[src/rtl/bcd_updown_counter_if.sv]
// Request/status bundle between the gate-side adapter and the BCD occupancy counter.
// The master issues tick/sign requests; the slave returns the count and its status flags.
interface bcd_updown_counter_if #(
    parameter int NDIG = 2
);
    logic              tick;
    logic              sign;
    logic [4*NDIG-1:0] count;
    logic              full;
    logic              empty;
    logic              ovf;
    logic              unf;

    modport master (
        output tick,
        output sign,
        input  count,
        input  full,
        input  empty,
        input  ovf,
        input  unf
    );

    modport slave (
        input  tick,
        input  sign,
        output count,
        output full,
        output empty,
        output ovf,
        output unf
    );
endinterface

[src/rtl/bcd_updown_counter.sv]
// Saturating multi-digit BCD up/down occupancy counter with full/empty flags and ovf/unf pulses.
// Each request is classified in the same cycle; there are no multi-cycle states.
//
//   decision | meaning
//   ACCEPT   | tick applied: count moves one step in BCD
//   REJECT   | up while full or down while empty: count holds, ovf/unf pulses
module bcd_updown_counter #(
    parameter int NDIG     = 2,
    parameter int CAPACITY = 25
) (
    input  logic                 clk,
    input  logic                 reset,
    bcd_updown_counter_if.slave  bus
);
    localparam int W = 4 * NDIG;

    if (CAPACITY < 1 || CAPACITY > (10 ** NDIG) - 1) begin : g_capacity_check
        $error("bcd_updown_counter: CAPACITY %0d out of range for NDIG %0d", CAPACITY, NDIG);
    end

    function automatic logic [W-1:0] to_bcd(input int value);
        logic [W-1:0] r;
        int           v;
        r = '0;
        v = value;
        for (int i = 0; i < NDIG; i++) begin
            r[4*i +: 4] = 4'(v % 10);
            v           = v / 10;
        end
        return r;
    endfunction

    localparam logic [W-1:0] CAP_BCD = to_bcd(CAPACITY);

    typedef enum logic {
        ACCEPT = 1'b0,
        REJECT = 1'b1
    } req_e;

    logic [W-1:0] count_q;
    logic [W-1:0] count_inc;
    logic [W-1:0] count_dec;
    logic [W-1:0] count_next;
    logic         ovf_q;
    logic         unf_q;
    logic         ovf_next;
    logic         unf_next;
    logic         full;
    logic         empty;
    req_e         req;

    assign full  = (count_q == CAP_BCD);
    assign empty = (count_q == '0);

    // Carry ripples through consecutive 9 digits in one cycle.
    always_comb begin : p_increment
        logic       carry;
        logic [3:0] d;
        count_inc = count_q;
        carry     = 1'b1;
        for (int i = 0; i < NDIG; i++) begin
            d = count_q[4*i +: 4];
            if (carry) begin
                if (d == 4'd9) begin
                    count_inc[4*i +: 4] = 4'd0;
                end else begin
                    count_inc[4*i +: 4] = d + 4'd1;
                    carry               = 1'b0;
                end
            end
        end
    end

    // Borrow ripples through consecutive 0 digits in one cycle.
    always_comb begin : p_decrement
        logic       borrow;
        logic [3:0] d;
        count_dec = count_q;
        borrow    = 1'b1;
        for (int i = 0; i < NDIG; i++) begin
            d = count_q[4*i +: 4];
            if (borrow) begin
                if (d == 4'd0) begin
                    count_dec[4*i +: 4] = 4'd9;
                end else begin
                    count_dec[4*i +: 4] = d - 4'd1;
                    borrow              = 1'b0;
                end
            end
        end
    end

    always_comb begin : p_decide
        req        = ACCEPT;
        count_next = count_q;
        ovf_next   = 1'b0;
        unf_next   = 1'b0;
        if (bus.tick) begin
            if (bus.sign ? full : empty) begin
                req = REJECT;
            end
            case (req)
                ACCEPT: count_next = bus.sign ? count_inc : count_dec;
                REJECT: begin
                    ovf_next = bus.sign;
                    unf_next = !bus.sign;
                end
            endcase
        end
    end

    always_ff @(posedge clk) begin
        if (reset) begin
            count_q <= '0;
            ovf_q   <= 1'b0;
            unf_q   <= 1'b0;
        end else begin
            count_q <= count_next;
            ovf_q   <= ovf_next;
            unf_q   <= unf_next;
        end
    end

    assign bus.count = count_q;
    assign bus.full  = full;
    assign bus.empty = empty;
    assign bus.ovf   = ovf_q;
    assign bus.unf   = unf_q;
endmodule

[src/flat_wrapper.sv]
// flat-port wrapper written by rule: the top's interface ports become plain ports
module bcd_updown_counter_flat 
#(
    parameter int NDIG     = 2,
    parameter int CAPACITY = 25
)
  (clk, reset, bus_tick, bus_sign, bus_count, bus_full, bus_empty, bus_ovf, bus_unf);
  bcd_updown_counter_if #(.NDIG(NDIG)) bus_i ();
  input  logic clk;
  input  logic reset;
  input wire logic [$bits(bus_i.tick)-1:0] bus_tick;
  input wire logic [$bits(bus_i.sign)-1:0] bus_sign;
  output wire logic [$bits(bus_i.count)-1:0] bus_count;
  output wire logic [$bits(bus_i.full)-1:0] bus_full;
  output wire logic [$bits(bus_i.empty)-1:0] bus_empty;
  output wire logic [$bits(bus_i.ovf)-1:0] bus_ovf;
  output wire logic [$bits(bus_i.unf)-1:0] bus_unf;
  assign bus_i.tick = bus_tick;
  assign bus_i.sign = bus_sign;
  assign bus_count = bus_i.count;
  assign bus_full = bus_i.full;
  assign bus_empty = bus_i.empty;
  assign bus_ovf = bus_i.ovf;
  assign bus_unf = bus_i.unf;
  bcd_updown_counter #(.NDIG(NDIG), .CAPACITY(CAPACITY)) u_core (.clk(clk), .reset(reset), .bus(bus_i));
endmodule
[config.mk]
export PLATFORM = sky130hd
export DESIGN_NAME = bcd_updown_counter_flat
export DESIGN_NICKNAME = d
export VERILOG_FILES = /design/src/rtl/bcd_updown_counter_if.sv /design/src/rtl/bcd_updown_counter.sv /design/src/flat_wrapper.sv
export SDC_FILE = /design/constraint.sdc
export NUM_CORES = 1
export LEC_CHECK = 0
export BUFFER_PORTS_ARGS = -buffer_cell sky130_fd_sc_hd__buf_2
export CORE_MARGIN = 2
export CORE_UTILIZATION = 55
export CTS_BUF_LIST = sky130_fd_sc_hd__clkbuf_16
export DETAILED_ROUTE_END_ITERATION = 7
export MAX_ROUTING_LAYER = met4
export PLACE_DENSITY_LB_ADDON = 0.3
export RECOVER_POWER = 50
export SLEW_MARGIN = 20
export SYNTH_ARGS = -nofsm -noshare
export SYNTH_HDL_FRONTEND = slang
export SYNTH_SLANG_ARGS = --single-unit
[constraint.sdc]
create_clock -name clk -period 4.3 [get_ports clk]
set_clock_uncertainty 0.05 [all_clocks]
set_input_delay 0.86 -clock clk [delete_from_list [all_inputs] [get_ports clk]]
set_output_delay 0.86 -clock clk [all_outputs]
set_load 0.01 [all_outputs]
; Yosys cells after proc, flatten, opt, wreduce, memory -nomap -nowiden
; Index checks and enable logic that the tools add are counted.
[classes]
addsub = 4
eq_ne = 4
muxes = 12
bitwise_logic = 2
reduce_logical = 8
[ops]
columns = op, count
row1 = $mux 4, 6
row2 = $add 4x1->4 const B, 2
row3 = $eq 4x4->1 const B, 2
row4 = $eq 8x6->1 const B, 1
row5 = $logic_not 4->1, 2
row6 = $logic_not 8->1, 1
row7 = $mux 8, 1
row8 = $sub 4x1->4 const B, 2
row9 = $mux 1, 5
row10 = $reduce_and 4->1, 1
row11 = $reduce_or 3->1, 1
row12 = $ne 2x1->1 const B, 1
row13 = $not 1->1, 2
row14 = $reduce_and 2->1, 1
row15 = $reduce_bool 2->1, 1
row16 = $logic_not 1->1, 1
[word_totals]
elab_cells = 34
ff_bits = 10
in_bits = 4

; Logic depth before layout (Yosys ltp)
[logic_depth]
word_depth = 6
depth_mapped = 5
mapped_depth_nobuf = 4

; Worst setup path before layout
; No wires, ideal clock.
[synth_path]
kind = in2reg
start = in bus_sign
end = reg u_core.count_q[2], in the netlist u_core.bus.count[2]
arrival_ps = 2176
required_time_ps = 4134
path_slack_ps = 1958
cell_stages = 4
cell_sequence = or4_4 -> a2111o_1 -> and2_4 -> a31o_2
[synth_via]
elab_chain_cells = 5
elab_cells_between_ends = 6
classes_between = mux (4) / bitwise (1) / reduce/logical (1)
[synth_rtl]
columns = item, line_no
row1 = start: declaration, flat_wrapper.sv:12  ; input wire logic [$bits(bus_i.sign)-1:0] bus_sign;
row2 = $mux 1 (2 in a row), bcd_updown_counter.sv:99  ; if (bus.sign ? full : empty) begin
row3 = $mux 1, bcd_updown_counter.sv:98  ; if (bus.tick) begin
row4 = $not 1->1 (no line), n/a
row5 = $reduce_and 2->1 (no line), n/a
row6 = end signal: assignment, bcd_updown_counter.sv:118  ; count_q <= count_next;
row7 = end: declaration, bcd_updown_counter.sv:40  ; logic [W-1:0] count_q;
; Parallel ways exist; a longest one is shown, timed or not. The select of a mux whose other input is x is not followed.
; A chain may end at the register's enable or synchronous reset.

; Worst setup path after layout
[layout_path]
start = reg u_core.count_q[3], in the netlist u_core.bus.count[3]
end = out bus_empty
[layout_via]
elab_chain_cells = 1
[layout_rtl]
columns = item, line_no
row1 = $logic_not 8->1, bcd_updown_counter.sv:53  ; assign empty = (count_q == '0);
row2 = end: declaration, flat_wrapper.sv:15  ; output wire logic [$bits(bus_i.empty)-1:0] bus_empty;
; Every way passes these cells.

==> metrics.yaml <==
clock_latency_ps: 230
finalSetupViolCount: 0
fin_util_pct: 66.9
use_met2_pct: 39.1
reg2reg_to: "u_core.bus.count[2]"
synth_top_family_by_area: "compound AO/OA/AOI/OAI gates"
vias: 732
post_cts_buffers: 0
synth_nets: 92
die_area_um2: 1610
fin_ws_ps: 1670
drt-vias-per-instance: 6.48
first_pass_iters: 4
tritoncts: "built"
rsz0062_at_grt: "no"
syn_inst: 88
power_density_nw_per_um2: 426
worstPathMaxFanout: 9
ant_nets: 0
worstSetupPathType: "register to output port"
cts.hold.buffers_added: 0
synth-adder-area-share_pct: 0
hpwlAfterDp_um: 1130
synth.avg_cell_area_um2: 8.18
synth_compound_area_share_pct: 35.5
hold_viol: 0
min_delay_path_depth: 2
grtUsageMet3_pct: 5.00
synthMuxAreaShare_pct: 0
fillCellCount: 105
timing.final.crit_share_pct: 61.1
slew_violations: 0
ys_warn_count: 0
drtIter0Drc: 35
tightestPinTransition_ps: 570
rr_worst_depth: 4
critical_path_arrival_ps: 1720
area_growth_pct: 16.5
regArea_um2: 200
crit_chain: "or3_1 -> nor4_1 -> buf_2"
ir_drop_mv: 0.259
clockBufferDepth: 2
io_buffers: 15
drt_wl_total_um: 1700
min_period_ps: 2630
min_path_type: "register to register"
start_util_pct: 57.4
top_usage_layer: "met2"
ff2ff_setup_slack_ps: 2130
grt_pass1_wl_um: 2750
synth-xor-area-share_pct: 2.43
grt_max_degree: 18
synth-seq-area-share_pct: 27.8
nets: 103
endpoint_kind: "output port"
power_leakage_nw: 0.310
fin_setup_tns_ps: 0
start_kind: "register"
drv_cap: 0
layout-drive-gt1-share_pct: 18.4
antenna_found_initial: 0
clkTransAtPathRegs_ps: 40
use_met1_pct: 35.2
power_w: 0.000357
synth_flop_cell: "dfxtp_1"
grt_pass1_vias: 618
cts_buffers: 3
hold_path_end: "u_core.bus.count[4]"
status: "finished clean"
grt_usage_pct: 26.5
multi_input_area_um2: 454
gp_congestion: 0.807
synth_edf_count: 0
overflow: 0
drc: 0
relSlewSlack_pct: 61.9
synthesis.area_um2: 719
die_width_um: 40.2
die_h_um: 40.2
synth_simple_gate_area_share_pct: 25.2
synthArstFlopShare_pct: 0
holdWs_ps: 550
place_ws_ps: 1700
ctsResizeCount: 0
htree_levels: 1
min_from: "u_core.bus.count[4]"
num_antenna_cells: 0
crit_required_ps: 3390
cts_sinks: 10
clock.fmax_ghz: 0.381
wl_per_cell_um: 15.0
io_pins: 16
synth-seq-cells: 10
max_stage_delay_ps: 490
synth_cell_types: 44
rows: 13
coreArea_um2: 1250
r2r_start: "u_core.bus.count[0]"
critPathSlowestCell: "or3_1"
clockRootBuffer: "clkbuf_16"
==> through the flow <==
step	instance area [um^2]	cells
floorplan	719	88
global placement	771	109
detailed placement	771	109
CTS	850	113
global route	838	113
finish	838	113
==> flip-flops by register name, indices dropped and copies added, names as in the netlist <==
signal            cells
u_core.bus.unf        1
u_core.bus.count      8
u_core.bus.ovf        1
==> worst max-delay path: cells and delay by family (launching register included) <==
kind / cells / cell delay, ps
flip-flops: 1 / 400
AND/OR/NAND/NOR: 2 / 880
buffers and inverters: 1 / 200
==> cells in the mapped netlist, types with 2 or more instances <==
library cell  count  share of area (%)
a21oi_1           5                3.5
a31oi_1           2                1.7
and4_1            2                2.4
clkbuf_1          6                3.1
dfxtp_1          10                 28
inv_1             6                3.1
nand3_1           4                2.8
nand4_1           2                1.7
nor2_1            3                1.6
nor4_1            2                1.7
o21ai_0           7                4.9
o31ai_1           3                3.1
or3_1             3                2.6
or4b_2            2                2.8
xor2_1            2                2.4
==> per-layer routing <==
layer / vias up / wire length (um)
li1: 359 / -
met1: 338 / 751
met2: 33 / 805
met3: 2 / 126
met4: 0 / 13
met5: - / 0
==> where the power goes <==
group | total [W] | switching [W] | internal (W) | leakage (nW)
clock | 0.000164 | 0.0000422 | 0.000122 | 0.0385
sequential | 0.000115 | 0.0000154 | 0.0000992 | 0.0814
combinational | 0.0000783 | 0.0000444 | 0.0000339 | 0.190
total | 0.000357 | 0.000102 | 0.000255 | 0.310
==> placed cells by master, fill, tap and decap left out, drive strengths merged, types with 3 or more instances in the layout <==
master,synthesis,layout
buf,2,6
a21oi,5,5
nor2,3,3
inv,6,6
o31ai,3,3
or3,3,3
clkbuf,7,12
o21ai,7,7
dfxtp,10,10
nand3,4,4
==> how the worst max path moves through the flow <==
stage               slack, ps  depth (start not counted)             endpoint                start
finish                   1670                          3            bus_empty  u_core.bus.count[3]
global route             1610                          3            bus_empty  u_core.bus.count[3]
CTS                      1690                          3            bus_empty  u_core.bus.count[3]
detailed placement       1700                          5  u_core.bus.count[2]             bus_sign
global placement         1710                          5  u_core.bus.count[2]             bus_sign
floorplan                1960                          4  u_core.bus.count[2]             bus_sign
==> cell families (layout without fill, tap and decap cells) <==
family	after synthesis	count (layout)
DFF	10	10
and+or+nand+nor	28	28
buffers and inverters	15	25
AOI/OAI and AO/OA	33	33
xor gates and xnor gates	2	2
==> cell type report <==
class                      count  area share (%)
inverter                       6            2.69
tap                           15            2.24
clock buffer                   3            8.96
clock inverter                 1           0.448
multi-input combinational     63            54.2
sequential                    10            23.9
timing repair buffer          15            7.61
Power figures use the tool's default switching activity.
